[config.mk]
export PLATFORM = sky130hd
export DESIGN_NAME = mac_seq_ctrl
export DESIGN_NICKNAME = d
export VERILOG_FILES = /design/src/rtl/mac_seq_pkg.sv /design/src/rtl/mac_res_fifo.sv /design/src/rtl/mac_seq_ctrl.sv
export SDC_FILE = /design/constraint.sdc
export NUM_CORES = 1
export LEC_CHECK = 0
export ABC_AREA = 1
export CORE_MARGIN = 2
export CORE_UTILIZATION = 45
export CTS_CLUSTER_DIAMETER = 150
export CTS_CLUSTER_SIZE = 16
export DETAILED_ROUTE_END_ITERATION = 10
export PLACE_DENSITY = 0.69
export SLEW_MARGIN = 40
export SYNTH_ARGS = -nofsm -noshare
export SYNTH_HDL_FRONTEND = slang
export SYNTH_HIERARCHICAL = 1
export SYNTH_SLANG_ARGS = --single-unit
[constraint.sdc]
create_clock -name clk -period 4.17 [get_ports clk]
set_clock_uncertainty 0.2 [all_clocks]
set_input_delay 0.417 -clock clk [delete_from_list [all_inputs] [get_ports clk]]
set_output_delay 0.417 -clock clk [all_outputs]
set_load 0.005 [all_outputs]
[src/rtl/mac_seq_pkg.sv]
// mac_seq_pkg: shared types and constants for the MAC job sequencer.
package mac_seq_pkg;

    typedef enum logic [1:0] {
        S_IDLE,
        S_ISSUE,
        S_DRAIN,
        S_DONE
    } seq_state_t;

    // Beats per accumulation group fed to the MAC
    localparam int unsigned ACC_BEATS = 4;
    localparam int unsigned BEAT_W    = $clog2(ACC_BEATS);

    // Width of credit / occupancy counters able to hold 0..depth
    function automatic int unsigned credit_width(input int unsigned depth);
        return $clog2(depth + 1);
    endfunction

endpackage

[src/rtl/mac_res_fifo.sv]
// mac_res_fifo: synchronous result FIFO with ready/valid output and an
// occupancy count used by the sequencer's credit computation.
// Push and pop in the same cycle leave occupancy unchanged.
module mac_res_fifo
    import mac_seq_pkg::*;
#(
    parameter int unsigned WIDTH = 36,
    parameter int unsigned DEPTH = 4
) (
    input  logic                             clk,
    input  logic                             rst,
    input  logic                             push,
    input  logic [WIDTH-1:0]                 push_data,
    output logic                             valid,
    input  logic                             ready,
    output logic [WIDTH-1:0]                 data,
    output logic [credit_width(DEPTH)-1:0]   count
);

    localparam int unsigned CW = credit_width(DEPTH);
    localparam int unsigned PW = (DEPTH > 1) ? $clog2(DEPTH) : 1;

    logic [WIDTH-1:0] mem [DEPTH];
    logic [PW-1:0]    wr_ptr;
    logic [PW-1:0]    rd_ptr;
    logic             full;
    logic             do_push;
    logic             do_pop;

    assign valid = (count != '0);
    assign full  = (count == CW'(DEPTH));
    // Head entry is gated so the output reads zero when empty
    assign data  = valid ? mem[rd_ptr] : '0;

    // Accept a push when space exists or a pop frees a slot this cycle
    always_comb begin
        do_pop  = valid && ready;
        do_push = push && (!full || do_pop);
    end

    // Storage array, no reset needed
    always_ff @(posedge clk) begin
        if (do_push) begin
            mem[wr_ptr] <= push_data;
        end
    end

    // Pointers and occupancy
    always_ff @(posedge clk) begin
        if (rst) begin
            wr_ptr <= '0;
            rd_ptr <= '0;
            count  <= '0;
        end else begin
            if (do_push) begin
                wr_ptr <= wr_ptr + PW'(1);
            end
            if (do_pop) begin
                rd_ptr <= rd_ptr + PW'(1);
            end
            count <= count + CW'(do_push) - CW'(do_pop);
        end
    end

endmodule

[src/rtl/mac_seq_ctrl.sv]
// mac_seq_ctrl: job sequencer for the packed dual-weight MAC. Streams weight
// pairs and feature bytes in 4-beat groups, issues groups only when result
// credit is available, and collects psum pairs into a result FIFO.
// Optional feature: define MAC_SEQ_RELU_EN to clamp negative psum lanes to 0.
module mac_seq_ctrl
    import mac_seq_pkg::*;
#(
    parameter int unsigned DATA_WIDTH_I = 8,
    parameter int unsigned DATA_WIDTH_O = 18,
    parameter int unsigned ADDR_W       = 10,
    parameter int unsigned GRP_W        = 8,
    parameter int unsigned FIFO_DEPTH   = 4
) (
    input  logic                      clk,
    input  logic                      rst,
    input  logic                      start,
    input  logic [GRP_W-1:0]          num_grp,
    input  logic [ADDR_W-1:0]         w_base,
    input  logic [ADDR_W-1:0]         f_base,
    output logic                      busy,
    output logic                      done,
    output logic                      w_rd_en,
    output logic [ADDR_W-1:0]         w_rd_addr,
    input  logic [2*DATA_WIDTH_I-1:0] w_rd_data,
    output logic                      f_rd_en,
    output logic [ADDR_W-1:0]         f_rd_addr,
    input  logic [DATA_WIDTH_I-1:0]   f_rd_data,
    output logic                      mac_en_in,
    output logic [DATA_WIDTH_I-1:0]   mac_w1,
    output logic [DATA_WIDTH_I-1:0]   mac_w2,
    output logic [DATA_WIDTH_I-1:0]   mac_b,
    input  logic                      mac_en_out,
    input  logic [DATA_WIDTH_O-1:0]   mac_psum0,
    input  logic [DATA_WIDTH_O-1:0]   mac_psum1,
    output logic                      res_valid,
    input  logic                      res_ready,
    output logic [2*DATA_WIDTH_O-1:0] res_data
);

    localparam int unsigned CW = credit_width(FIFO_DEPTH);
    localparam logic [CW:0] DEPTH_CNT = (CW + 1)'(FIFO_DEPTH);

    seq_state_t          state;
    logic [GRP_W-1:0]    num_lat;
    logic [ADDR_W-1:0]   f_lat;
    logic [ADDR_W-1:0]   w_next;
    logic [BEAT_W-1:0]   beat;
    logic [BEAT_W-1:0]   beat_nxt;
    logic [GRP_W-1:0]    grp_cnt;
    logic [GRP_W-1:0]    rcv_cnt;
    logic [CW-1:0]       in_flight;
    logic [CW-1:0]       fifo_count;
    logic                credit_ok;
    logic                beat_cont;
    logic                grp_start;
    logic                issue;
    logic [DATA_WIDTH_O-1:0] lane0;
    logic [DATA_WIDTH_O-1:0] lane1;

    // Operands pass straight through; the read data lines up with mac_en_in
    assign mac_w1 = w_rd_data[DATA_WIDTH_I-1:0];
    assign mac_w2 = w_rd_data[2*DATA_WIDTH_I-1:DATA_WIDTH_I];
    assign mac_b  = f_rd_data;

    // Issue decision: continue the current group, or open a new one on credit.
    // Credit uses registered counts; a same-cycle pop is ignored, which can
    // only delay a group start by a cycle, never overcommit the FIFO.
    always_comb begin
        credit_ok = ({1'b0, fifo_count} + {1'b0, in_flight}) < DEPTH_CNT;
        beat_cont = (state == S_ISSUE) && w_rd_en &&
                    (beat != BEAT_W'(ACC_BEATS - 1));
        grp_start = 1'b0;
        if (credit_ok) begin
            if (state == S_IDLE) begin
                grp_start = start && (num_grp != '0);
            end else if (state == S_ISSUE) begin
                grp_start = !beat_cont && (grp_cnt != num_lat);
            end
        end
        issue    = beat_cont || grp_start;
        beat_nxt = grp_start ? '0 : beat + BEAT_W'(1);
    end

    // Optional ReLU on each psum lane before it enters the FIFO
    always_comb begin
        lane0 = mac_psum0;
        lane1 = mac_psum1;
`ifdef MAC_SEQ_RELU_EN
        if (mac_psum0[DATA_WIDTH_O-1]) lane0 = '0;
        if (mac_psum1[DATA_WIDTH_O-1]) lane1 = '0;
`endif
    end

    // Job FSM with registered read requests, credits and status outputs
    always_ff @(posedge clk) begin
        if (rst) begin
            state     <= S_IDLE;
            busy      <= 1'b0;
            done      <= 1'b0;
            w_rd_en   <= 1'b0;
            f_rd_en   <= 1'b0;
            w_rd_addr <= '0;
            f_rd_addr <= '0;
            mac_en_in <= 1'b0;
            num_lat   <= '0;
            f_lat     <= '0;
            w_next    <= '0;
            beat      <= '0;
            grp_cnt   <= '0;
            rcv_cnt   <= '0;
            in_flight <= '0;
        end else begin
            mac_en_in <= w_rd_en;
            in_flight <= in_flight + CW'(grp_start) - CW'(mac_en_out);
            if (mac_en_out) begin
                rcv_cnt <= rcv_cnt + GRP_W'(1);
            end
            case (state)
                S_IDLE: begin
                    done <= 1'b0;
                    if (start) begin
                        num_lat <= num_grp;
                        f_lat   <= f_base;
                        rcv_cnt <= '0;
                        if (num_grp == '0) begin
                            state <= S_DONE;
                            done  <= 1'b1;
                        end else begin
                            state <= S_ISSUE;
                            busy  <= 1'b1;
                            if (grp_start) begin
                                w_rd_en   <= 1'b1;
                                f_rd_en   <= 1'b1;
                                w_rd_addr <= w_base;
                                f_rd_addr <= f_base;
                                w_next    <= w_base + ADDR_W'(1);
                                beat      <= '0;
                                grp_cnt   <= GRP_W'(1);
                            end else begin
                                w_next  <= w_base;
                                grp_cnt <= '0;
                            end
                        end
                    end
                end
                S_ISSUE: begin
                    if (issue) begin
                        w_rd_en   <= 1'b1;
                        f_rd_en   <= 1'b1;
                        w_rd_addr <= w_next;
                        w_next    <= w_next + ADDR_W'(1);
                        f_rd_addr <= f_lat + ADDR_W'(beat_nxt);
                        beat      <= beat_nxt;
                        if (grp_start) begin
                            grp_cnt <= grp_cnt + GRP_W'(1);
                        end
                    end else begin
                        w_rd_en <= 1'b0;
                        f_rd_en <= 1'b0;
                        if (grp_cnt == num_lat) begin
                            state <= S_DRAIN;
                        end
                    end
                end
                S_DRAIN: begin
                    // Count this cycle's strobe so done follows the last result by one cycle
                    if (rcv_cnt + GRP_W'(mac_en_out) == num_lat) begin
                        state <= S_DONE;
                        done  <= 1'b1;
                        busy  <= 1'b0;
                    end
                end
                S_DONE: begin
                    done  <= 1'b0;
                    busy  <= 1'b0;
                    state <= S_IDLE;
                end
                default: state <= S_IDLE;
            endcase
        end
    end

    mac_res_fifo #(
        .WIDTH (2 * DATA_WIDTH_O),
        .DEPTH (FIFO_DEPTH)
    ) u_fifo (
        .clk       (clk),
        .rst       (rst),
        .push      (mac_en_out),
        .push_data ({lane1, lane0}),
        .valid     (res_valid),
        .ready     (res_ready),
        .data      (res_data),
        .count     (fifo_count)
    );

endmodule

==> reports/qor.txt, run 1 <==
Number of enable flip-flop cells after synthesis -> 144
Total area of multi-input combinational cells -> 3960 µm²
Most frequent cells in the layout -> nor2_1, nand2_1, edfxtp_1, clkdlybuf4s50_1, inv_1
Synthesized instance count -> 1209
Most frequent standard cell in the layout excluding fill and tap cells -> nor2_1
Slew at the pin closest to its max-slew limit -> 0.801 ns
Pre-antenna DRT Iters -> 5
Via count of the first global-routing pass -> 7743
# H-tree levels -> 1
Number of placement rows -> 56
Clock edge transition at the registers on the reported setup and hold paths -> 0.07 ns
Global-route wire length before repair -> 39.3 mm
Worst skew pair latency -> 0.49 ns
Category of the most critical setup path -> reg2reg
Post-synthesis cell type count -> 41
Total chip power -> 7.79 mW
Worst setup path startpoint -> state[0]
Number of port buffers -> 130
Count of pins over their slew limit -> 0
Required @ worst endpoint -> 4.40 ns
Max IR drop VDD -> 0.000398 V
Overflow after GRT -> 0
Relative slew margins -> 0.465
Resized Gates After CTS -> 0
Area occupied by registers -> 6010 µm²
Setup repair after global routing missed its margin -> false
Number of nets in the synthesized netlist -> 1330
First-iteration detailed-routing DRC count -> 621
Highest clock frequency the design can meet -> 272 MHz
Post-CTS repair timing setup buffer count -> 0
Starting utilization of the core area -> 0.460
Die extent in y -> 159 µm
Proportion of layout cells with a drive suffix above 1 -> 0.0628
Placeable Area -> 23500 µm²
Sequential element share of the synthesized area -> 0.554
Pwr/cell area -> 615 nW/µm²
Residual DRC count -> 0
Run status -> finished, final reports clean
Number of buffers added to fix hold violations after cts -> 0
Num CTS Buffers -> 18
Area of the die -> 25300 µm²
Worst hold-check slack -> 0.281 ns
Post-Place Worst Slack -> 0.324 ns
Total leakage power -> 4.82 nW
P&R area growth vs syn -> 16.9%
Number of I/O pins -> 179
Ys async rst share -> 0
Worst min path class -> reg2reg
Finish-stage setup viols -> 0
Clock tree sinks -> 228
Number of storage elements in the synthesis netlist -> 228
TritonCTS clock tree -> done
Final critical path time including I/O delays and setup -> 3.68 ns
CTS max path bufs -> 3
Post-route worst setup slack -> 0.493 ns
Number of filler instances in the final layout -> 2163
GRT Overall Usage -> 0.189
Dpl hpwl -> 15.7 mm
Count of vias placed by the detailed router -> 8192
Top fanout value on the critical path -> 13
Worst Hold Launch -> w_rd_addr[6]
Detailed Route WL -> 24.4 mm
Number of inserted diodes -> 0
Synth Flop Type -> edfxtp_1
Portion of the clock cycle consumed by the worst path in the final layout -> 0.882
Syn avg cell area -> 8.96 µm²
Die Width -> 159 µm
Arr. time, crit path -> 3.91 ns
Max cap viols -> 0
Clock root cell -> clkbuf_16
ANT nets after route -> 0
Critical path endpoint category -> register
Startpoint of the lowest-slack register-to-register path -> state[0]
Warnings, synthesis -> 6
Summed negative setup slack over all endpoints -> 0 ns
Area of the mapped netlist -> 10800 µm²
Initial antenna violation count -> 1
Pin count of the biggest net entering global routing -> 73
Wirelength per Cell -> 15.1 µm
Critical path launch point type -> register
Mean number of vias per cell -> 5.04
Final net count -> 1417
Final hold viol count -> 0
Gp weighted congestion -> 0.842
layer usage:
layer  wire length (µm)  global-route usage  vias to the layer above
li1                   -                   -                     4130
met1              11100               0.258                     3759
met2              11300               0.320                      275
met3               1690              0.0341                       26
met4                351              0.0331                        2
met5                  8                   0                        -
per-stage QoR:
| stage | area [µm²] | utilization | instances |
|---|---|---|---|
| finish | 12700 | 0.538 | 1624 |
| detailed placement | 12100 | 0.516 | 1595 |
| global route | 12700 | 0.538 | 1624 |
| CTS | 12700 | 0.538 | 1624 |
| global placement | 12100 | 0.516 | 1595 |
| floorplan | 10800 | - | 1209 |
cell families after synthesis:
logic type,count (synthesis),synth area share
flops,228,0.554
simple gates,525,0.199
xor+xnor,25,0.0202
mux,1,0.000924
compound gates,225,0.108
fa+ha+maj,28,0.0344
buf+inv,177,0.0830
final timing paths:
check	cells past startpoint	slack [ns]	end
max reg2reg	19	0.49	f_rd_addr[9]
max	19	0.49	f_rd_addr[9]
min reg2reg	2	0.28	w_rd_addr[6]
min	2	0.28	w_rd_addr[6]
registers in the layout, summed over array words and instances, names as in the netlist, named ones only:
register / cells
u_fifo/mem: 144
f_lat: 10
f_rd_addr: 10
w_next: 10
w_rd_addr: 10
grp_cnt: 8
num_lat: 8
rcv_cnt: 8
in_flight: 3
u_fifo/count: 3
beat: 2
state: 2
u_fifo/rd_ptr: 2
u_fifo/wr_ptr: 2
busy: 1
done: 1
f_rd_en: 1
mac_en_in: 1
where the power goes:
part | leakage (nW) | internal (mW) | switching [mW] | total, mW
logic | 2.56 | 1.29 | 1.88 | 3.17
registers | 2.01 | 2.76 | 0.277 | 3.04
clock network | 0.246 | 0.814 | 0.763 | 1.58
layout make-up:
type,instances,area share
Multi-Input combinational cell,804,0.312
Inverter,102,0.0310
Clock inverter,2,0.00257
Tap cell,319,0.0315
Sequential cell,228,0.474
Timing Repair Buffer,142,0.110
Clock buffer,27,0.0382
Yosys cell counts, drive strengths merged, types with 2 or more instances:
cell type,instances,share of area
nor3,13,0.0060
o22ai,2,0.0012
xor2,17,0.014
fa,3,0.0055
or2,7,0.0040
nor2,258,0.090
edfxtp,144,0.40
xnor2,8,0.0065
dfxtp,84,0.16
nand3,41,0.020
a21oi,87,0.043
o21ai,134,0.062
nand2,193,0.071
ha,25,0.029
buf,54,0.039
inv,102,0.036
clkbuf,21,0.0079
nand4,9,0.0052
worst max-delay path: stages (launching register included):
cell and delay [ns]:
dfxtp_1 0.39, inv_1 0.11, ha_1 0.28, nor2_1 0.12, inv_1 0.06, nor2_1 0.11
nand2_2 0.09, a21oi_2 0.56, nor2_1 0.20, ha_1 0.34, nand2_1 0.05, inv_1 0.04
o21ai_0 0.12, nor2_1 0.23, nand4_1 0.16, o21ai_0 0.18, nand2_1 0.06, o21ai_0 0.15
nor2_1 0.06, nor2_1 0.10
No activity file was read; power rests on OpenSTA's default activity.
==> inputs of run 2 (changes only) <==
- PLACE_DENSITY: 0.69 -> 0.68
==> run 2 against run 1 <==
Non-clock buffer count stayed put. Die area stayed put. Cell count stayed put. Clock power hardly changed. Global-route usage is 0.33 points higher. Largest power group unchanged.
==> reports/qor.txt, run 2 (same netlist as run 1, synthesis figures left out) <==
P&R area growth vs syn -> 16.9%
Placeable Area -> 23500 µm²
Post-CTS repair timing setup buffer count -> 0
Gp weighted congestion -> 0.852
Final hold viol count -> 0
Required @ worst endpoint -> 4.40 ns
Worst min path class -> reg2reg
Run status -> finished, final reports clean
Relative slew margins -> 0.482
# H-tree levels -> 1
Buffering stage count on the worst path with inverters included -> 2
Clock edge transition at the registers on the reported setup and hold paths -> 0.07 ns
Share of power burned in the clock network -> 0.202
Number of port buffers -> 130
Register with the most flip-flops -> u_fifo/mem
Overflow after GRT -> 0
Total leakage power -> 4.82 nW
Max IR drop VDD -> 0.000420 V
ANT nets after route -> 0
Portion of the clock cycle consumed by the worst path in the final layout -> 0.895
Number of I/O pins -> 179
Cell with the biggest individual delay on the critical path -> a21oi_2
Pin count of the biggest net entering global routing -> 73
Net switching power figure -> 2.92 mW
Most frequent cells in the layout -> nor2_1, nand2_1, edfxtp_1, clkdlybuf4s50_1, inv_1
Critical path launch point type -> register
Max cap viols -> 0
Non-Filler Cell Area, Final -> 12700 µm²
Num CTS Buffers -> 18
Largest register FFs -> 144
GRT Overall Usage -> 0.192
CTS max path bufs -> 3
Total area of multi-input combinational cells -> 3960 µm²
Post-Place Worst Slack -> 0.317 ns
Number of filler instances in the final layout -> 2124
Top fanout value on the critical path -> 13
Most frequent standard cell in the layout excluding fill and tap cells -> nor2_1
Global-route wire length before repair -> 40.0 mm
Final design utilization -> 0.538
Clock root cell -> clkbuf_16
Initial antenna violation count -> 1
Number of inserted diodes -> 0
Residual DRC count -> 0
Placement-stage cell area -> 12100 µm²
Library cell appearing most often on the critical path -> nor2_1
Pwr/cell area -> 615 nW/µm²
Final net count -> 1417
Resized Gates After CTS -> 0
Detailed Route WL -> 24.6 mm
Pre-antenna DRT Iters -> 5
Switching Share -> 0.375
Critical path endpoint category -> register
Setup slack on the worst flop-to-flop path -> 0.44 ns
Count of vias placed by the detailed router -> 8215
Number of placement rows -> 56
Category of the most critical setup path -> reg2reg
Summed negative setup slack over all endpoints -> 0 ns
Dpl hpwl -> 15.9 mm
Starting utilization of the core area -> 0.460
Wirelength per Cell -> 15.1 µm
Depth of the worst register-to-register path -> 17
Final critical path time including I/O delays and setup -> 3.73 ns
Die Width -> 159 µm
Highest clock frequency the design can meet -> 268 MHz
Mean number of vias per cell -> 5.06
Proportion of layout cells with a drive suffix above 1 -> 0.0628
Area occupied by registers -> 6010 µm²
Area of the die -> 25300 µm²
Delay of the slowest cell on the worst path -> 0.52 ns
Finish-stage setup viols -> 0
Count of pins over their slew limit -> 0
Die extent in y -> 159 µm
Arr. time, crit path -> 3.97 ns
Post-route worst setup slack -> 0.437 ns
TritonCTS clock tree -> done
Number of buffers added to fix hold violations after cts -> 0
Worst skew pair latency -> 0.50 ns
Gate family responsible for the most delay along the worst path -> simple AND/OR/NAND/NOR gates
First-iteration detailed-routing DRC count -> 462
Crit. path cell count -> 17
Worst Hold Depth -> 2
Portion of total power attributed to sequential cells -> 0.388
Slew at the pin closest to its max-slew limit -> 0.775 ns
Int Pwr -> 4.87 mW
Gate power share -> 0.410
Clock tree sinks -> 228
Setup repair after global routing missed its margin -> false
Via count of the first global-routing pass -> 7873
Critical path, cell by cell -> ha_1, nand3_1, and2_1, inv_1, a21oi_2, nor2_1, ha_1, nand2_1, inv_1, o21ai_0, nor2_1, nand4_1, o21ai_0, nand2_1, o21ai_0, nor2_1, nor2_1
-- run 2: changes by cell type in the layout (fill, tap and decap cells not counted), sizes merged --
cell,change
clkinv,+1
inv,-1
-- run 2: cell type report --
cell class / count / share of cell area
flip-flops and latches: 228 / 0.474
repair buffers: 142 / 0.110
well taps: 319 / 0.0315
inverters: 102 / 0.0311
clock inverters: 2 / 0.00257
multi-input cells: 804 / 0.312
clock buffers: 27 / 0.0382
-- run 2: final timing paths --
check / start / endpoint
max: u_fifo/count[1] / f_rd_addr[9]
min: w_rd_addr[6] / w_rd_addr[6]
max reg2reg: u_fifo/count[1] / f_rd_addr[9]
min reg2reg: w_rd_addr[6] / w_rd_addr[6]
-- run 2: layer usage --
metal	routed length, µm	vias up	global-route usage
met3	1340	31	0.0339
met1	11000	3807	0.247
li1	-	4134	-
met4	398	2	0.0450
met5	13	-	0
met2	11900	241	0.339
-- run 2: worst min-delay path, cell delays in order (launching register included) --
cell and delay (ns):
dfxtp_1 0.31, nand2_1 0.08, a21oi_2 0.05
-- run 2: power by group through the flow --
stage	Combinational, mW	Sequential [mW]	Clock, mW
after floorplan	2.13	3.00	0
after global placement	3.15	3.07	0
after detailed placement	3.20	3.07	0
after CTS	3.21	3.02	1.62
after global routing	3.59	3.07	1.70
final	3.19	3.02	1.58
-- run 2: through the flow --
| stage | hold slack, ns | std cells | power (mW) |
|---|---|---|---|
| after global routing | 0.309 | 1624 | 8.37 |
| final | 0.284 | 1624 | 7.79 |
| after detailed placement | 0.273 | 1595 | 6.27 |
| after global placement | 0.269 | 1595 | 6.22 |
| after floorplan | 0.245 | 1209 | 5.13 |
| after CTS | 0.282 | 1624 | 7.86 |
